File: src/rtl/pipe_sb_pkg.sv
// Shared types and constants for the pipeline hazard scoreboard.
// The entry fields are sized for the default 32-register, 3-slot configuration.
package pipe_sb_pkg;

  localparam int SB_AW = 5;
  localparam int SB_LW = 2;

  typedef struct packed {
    logic             valid;
    logic [SB_AW-1:0] rd;
    logic [SB_LW-1:0] rem;
  } sb_entry_t;

  localparam logic [SB_LW-1:0] FWD_RF   = '0;
  localparam logic [SB_LW-1:0] LAT_ALU  = 2'd1;
  localparam logic [SB_LW-1:0] LAT_LOAD = 2'd2;

endpackage

File: src/rtl/sb_src_match.sv
// Priority match of one ID source register against the in-flight slots.
// The youngest (lowest-index) matching slot decides between hazard and forward.
module sb_src_match
  import pipe_sb_pkg::*;
#(
  parameter int AW    = SB_AW,
  parameter int LW    = SB_LW,
  parameter int DEPTH = 3
) (
  input  sb_entry_t        slots_i [DEPTH],
  input  logic [AW-1:0]    rs_i,
  input  logic             use_i,
  output logic             hazard_o,
  output logic [LW-1:0]    fwd_o
);

  always_comb begin
    hazard_o = 1'b0;
    fwd_o    = FWD_RF;
    if (use_i && (rs_i != '0)) begin
      // Walk oldest to youngest so the youngest match overrides the rest.
      for (int k = DEPTH - 1; k >= 0; k--) begin
        if (slots_i[k].valid && (slots_i[k].rd == rs_i)) begin
          if (slots_i[k].rem > LW'(1)) begin
            hazard_o = 1'b1;
            fwd_o    = FWD_RF;
          end else begin
            hazard_o = 1'b0;
            fwd_o    = LW'(k + 1);
          end
        end
      end
    end
  end

endmodule

File: src/rtl/pipe_scoreboard.sv
// Hazard scoreboard at the ID/EX boundary: tracks in-flight destinations,
// raises the load-use stall and selects the EX forwarding sources.
module pipe_scoreboard
  import pipe_sb_pkg::*;
#(
  parameter int NREG  = 32,
  parameter int AW    = 5,
  parameter int DEPTH = 3,
  parameter int LW    = 2,
  parameter int CW    = 32
) (
  input  logic          clk_i,
  input  logic          rst_i,
  input  logic          issue_valid_i,
  input  logic          issue_we_i,
  input  logic [AW-1:0] issue_rd_i,
  input  logic [LW-1:0] issue_lat_i,
  input  logic          flush_i,
  input  logic [AW-1:0] rs1_i,
  input  logic [AW-1:0] rs2_i,
  input  logic          rs1_use_i,
  input  logic          rs2_use_i,
  output logic          stall_o,
  output logic [LW-1:0] fwd1_o,
  output logic [LW-1:0] fwd2_o,
  output logic [LW-1:0] inflight_o,
  output logic [CW-1:0] stall_cnt_o
);

  function automatic logic [LW-1:0] clamp_lat(input logic [LW-1:0] lat);
    if (lat == '0)
      return LAT_ALU;
    else if (int'(lat) > DEPTH)
      return LW'(DEPTH);
    else
      return lat;
  endfunction

  function automatic logic [LW-1:0] sat_dec(input logic [LW-1:0] rem);
    return (rem == '0) ? '0 : rem - LW'(1);
  endfunction

  function automatic logic [CW-1:0] sat_inc(input logic [CW-1:0] cnt);
    return (cnt == '1) ? cnt : cnt + CW'(1);
  endfunction

  sb_entry_t     slot_p0 [DEPTH];
  sb_entry_t     slot_d  [DEPTH];
  logic [LW-1:0] inflight_p0;
  logic [LW-1:0] inflight_d;
  logic [CW-1:0] stall_cnt_p0;

  logic          hazard1;
  logic          hazard2;
  logic          rd_tracked;
  logic          issue_ok;

  sb_src_match #(.AW(AW), .LW(LW), .DEPTH(DEPTH)) u_match1 (
    .slots_i  (slot_p0),
    .rs_i     (rs1_i),
    .use_i    (rs1_use_i),
    .hazard_o (hazard1),
    .fwd_o    (fwd1_o)
  );

  sb_src_match #(.AW(AW), .LW(LW), .DEPTH(DEPTH)) u_match2 (
    .slots_i  (slot_p0),
    .rs_i     (rs2_i),
    .use_i    (rs2_use_i),
    .hazard_o (hazard2),
    .fwd_o    (fwd2_o)
  );

  assign stall_o    = issue_valid_i & ~flush_i & (hazard1 | hazard2);
  assign rd_tracked = (issue_rd_i != '0) && (int'(issue_rd_i) < NREG);
  assign issue_ok   = issue_valid_i & issue_we_i & rd_tracked & ~stall_o & ~flush_i;

  // Next slot contents: older slots always advance, slot 0 takes the issue or a bubble.
  always_comb begin
    slot_d[0] = '0;
    if (issue_ok) begin
      slot_d[0].valid = 1'b1;
      slot_d[0].rd    = issue_rd_i;
      slot_d[0].rem   = clamp_lat(issue_lat_i);
    end
    for (int k = 1; k < DEPTH; k++) begin
      slot_d[k]     = slot_p0[k-1];
      slot_d[k].rem = sat_dec(slot_p0[k-1].rem);
    end
    inflight_d = '0;
    for (int k = 0; k < DEPTH; k++)
      inflight_d = inflight_d + LW'(slot_d[k].valid);
  end

  // Stage p0: slot array, occupancy and stall statistics.
  always_ff @(posedge clk_i) begin
    if (rst_i) begin
      for (int k = 0; k < DEPTH; k++)
        slot_p0[k] <= '0;
      inflight_p0  <= '0;
      stall_cnt_p0 <= '0;
    end else begin
      for (int k = 0; k < DEPTH; k++)
        slot_p0[k] <= slot_d[k];
      inflight_p0 <= inflight_d;
      if (stall_o)
        stall_cnt_p0 <= sat_inc(stall_cnt_p0);
    end
  end

  assign inflight_o  = inflight_p0;
  assign stall_cnt_o = stall_cnt_p0;

endmodule

File: config.mk
export PLATFORM = sky130hd
export DESIGN_NAME = pipe_scoreboard
export DESIGN_NICKNAME = d
export VERILOG_FILES = /design/src/rtl/pipe_sb_pkg.sv /design/src/rtl/sb_src_match.sv /design/src/rtl/pipe_scoreboard.sv
export SDC_FILE = /design/constraint.sdc
export NUM_CORES = 1
export LEC_CHECK = 0
export BUFFER_PORTS_ARGS = -buffer_cell sky130_fd_sc_hd__buf_2
export CAP_MARGIN = 20
export CELL_PAD_IN_SITES_DETAIL_PLACEMENT = 1
export CELL_PAD_IN_SITES_GLOBAL_PLACEMENT = 1
export CORE_ASPECT_RATIO = 0.7
export CORE_UTILIZATION = 44
export DETAILED_ROUTE_END_ITERATION = 10
export PLACE_DENSITY_LB_ADDON = 0.05
export SKIP_LAST_GASP = 1
export SLEW_MARGIN = 20
export SYNTH_ARGS = -nofsm -noshare
export SYNTH_HDL_FRONTEND = slang
export SYNTH_SLANG_ARGS = --single-unit
File: constraint.sdc
create_clock -name clk_i -period 5.5 [get_ports clk_i]
set_input_delay 1.1 -clock clk_i [delete_from_list [all_inputs] [get_ports clk_i]]
set_output_delay 1.1 -clock clk_i [all_outputs]
set_load 0.01 [all_outputs]
==> results.toml <==
[final_layout]
antenna_cells = 0
final_instance_count_excl_fillers = 503
post_route_cells_drive_above_1_share_pct = 22.74
final_layout_net_count = 434
layout-area-overhead-vs-synth_pct = 18.95

[synthesis]
seq_area_frac_synth_pct = 36.92
yosys_top_cell_area_share_pct = 36.92
synthesis_warnings = 0
postSynthNetCount = 375
synthTopCellsByArea = "dfxtp_1, or4_1, o31ai_1"
postSynth.asyncResetShare_pct = 0
ys_top_cells_by_count = "dfxtp_1, a21oi_1, or4_1"
synth_cell_types = 53
postSynthCellCount = 345
post-synth-top-area-cell = "dfxtp_1"
synth-main-ff-cell = "dfxtp_1"
synth_enable_flop_cells = 0
yosys.cell_count.top_type = "dfxtp_1"
post_synth_instance_area_um2 = 3090
synth.avg_cell_area_um2 = 8.958
synth_seq_cells = 57

[global_route]
grt_util_met1_pct = 39.55
largest_net_degree_at_the_start_of_global_routing = 57
global_route_hottest_layer = "met1"
use_met3_pct = 6.744
antenna_found_initial = 0
wire_length_of_the_first_global_routing_pass_mm = 14.59
first_global_vias = 2766
overflow = 0
grtUsageMet2_pct = 36.99
overall_global_routing_usage_pct = 26.32

[run_status]
outcome = "finished clean"

[min_path]
worst_hold_path_type = "flip-flop to flip-flop"
min_path_cells = 1

[placement]
dpl.hpwl_mm = 6.437
place.gp.congestion = 0.8851
dp_cells = 487
placement.io_buffers = 62

[floorplanning]
chipHeight_um = 72.12
die-width_um = 102.2
num_io_pins = 63
core_region_area_um2 = 6756
std_cell_rows = 25
fp.dieArea_um2 = 7369
initial_core_util_pct = 45.74

[run]
max_cap_viol_count = 0

[setup_path]
highest_net_fanout_along_the_worst_path = 5
start_kind = "primary input"
critPathArrivalTime_ns = 2.74
crit_type = "primary input to output port"
r2r_cells = 8
worstSetupEndpointType = "output port"
required_ns = 4.40

[timing]
tns_ns = 0
setup_repair_after_global_routing_missed_its_margin = "no"
layout_min_cycle_time_ns = 3.843
finalMaxSlewViolations = 0
timing.final.setup_violations = 0
maxSlewHeadroom_pct = 51.88
max_freq_mhz = 260.2
timing_hold_violations_final = 0
clock_skew_ns = 0.01094
timing_worst_slew_pin_value_ns = 0.7163
post-route-period-util_pct = 69.88

[clock_network]
cts_root_buffer = "clkbuf_8"
postcts_resize_cnt = 0
worstSkewPairLatency_ns = 0.34
tritoncts_clock_tree = "done"
tritoncts_num_sinks = 57
cts_buffer_depth = 2
post_cts.repair.setup_buffers = 0
number_of_hold_buffers_added_after_cts = 0
clk_pin_slew_worst_paths_ns = 0.06
number_of_buffers_created_by_cts = 9
ctsHtreeMaxLevel = 3

[drt]
routed_via_density = 5.769
detail_route.drc_violations = 0
route.final.wire_length_mm = 9.037
detailedRoute.firstPassIterationCount = 4
via_count = 2902
detailedRoute.firstIterationViolations = 131
wire_per_inst_um = 17.97
final_antenna_net_count = 0

[power_and_ir_drop]
power_density_nw_per_um2 = 251.1
irDropWorstVdd_mv = 0.1188
power.leakage_nw = 1.478
totalPowerFinal_mw = 0.9232
[where the power goes]
group	internal [mW]	switching [mW]	total, mW
logic	0.0194	0.0295	0.0489
clock network	0.278	0.178	0.456
registers	0.415	0.00288	0.418
[stage by stage]
step / util [%] / hold WS (ns) / instance area (um2) / worst slack (ns)
2_1_floorplan: - / 0.4282 / 3090 / 1.814
3_3_place_gp: 51.02 / 0.4513 / 3447 / 1.713
3_5_place_dp: 51.02 / 0.4618 / 3447 / 1.699
4_1_cts: 54.41 / 0.4733 / 3676 / 1.687
5_1_grt: 54.41 / 0.4963 / 3676 / 1.562
6_report: 54.41 / 0.4692 / 3676 / 1.657
[kinds of logic after synthesis]
logic type / share of synthesized area (%)
XOR/XNOR: 8.502
flip-flops: 36.92
AND/OR/NAND/NOR: 29.07
buffers and inverters: 4.372
AO/OA/AOI/OAI: 15.63
multiplexers: 2.834
adder cells (fa/ha/maj): 2.672
[flip-flops by register name (all words and copies together) (netlist names)]
| signal | count |
|---|---|
| stall_cnt_o | 32 |
| slot_d | 12 |
| slot_p0 | 11 |
| inflight_o | 2 |
[routing by layer]
metal	share of wire, %	up-vias
li1	-	1397
met1	50	1410
met2	42	89
met3	6.7	6
met4	0.68	0
met5	0	-
[critical path, cell delays in order]
cell and delay (ns):
buf_2 0.13, or4_1 0.53, o21ai_1 0.22, a31oi_1 0.09, and2_1 0.21, a22oi_4 0.20
inv_2 0.10, buf_2 0.15
[area by class of cell]
type / count / area [um2]
fillers: 826 / 3080
multi-input cells: 260 / 1814
flip-flops and latches: 57 / 1141
repair buffers: 65 / 332.8
clock buffers: 11 / 151.4
well taps: 94 / 117.6
clock inverters: 5 / 77.57
inverters: 11 / 41.29
[final timing paths]
kind,startpoint,end,slack (ns)
worst max-delay path,rs2_i[0],stall_o,1.66
worst min register to register,slot_p0[16],slot_p0[8],0.47
worst min-delay path,slot_p0[16],slot_p0[8],0.47
worst max register to register,slot_d[6],inflight_o[0],2.75
[cells in the final DEF (no fill, tap or decap), drive strengths merged, types with 8 or more instances in the layout]
cell,netlist,layout
buf,9,65
dfxtp,57,57
a21oi,27,27
or4,22,22
o31ai,21,21
nor2,20,20
xor2,18,18
nor2b,17,17
nor3,15,15
nand3,15,15
nand2,13,13
xnor2,12,12
and2,11,11
clkbuf,8,11
inv,11,11
nand4,8,8
(Power assumes the default switching activity.)
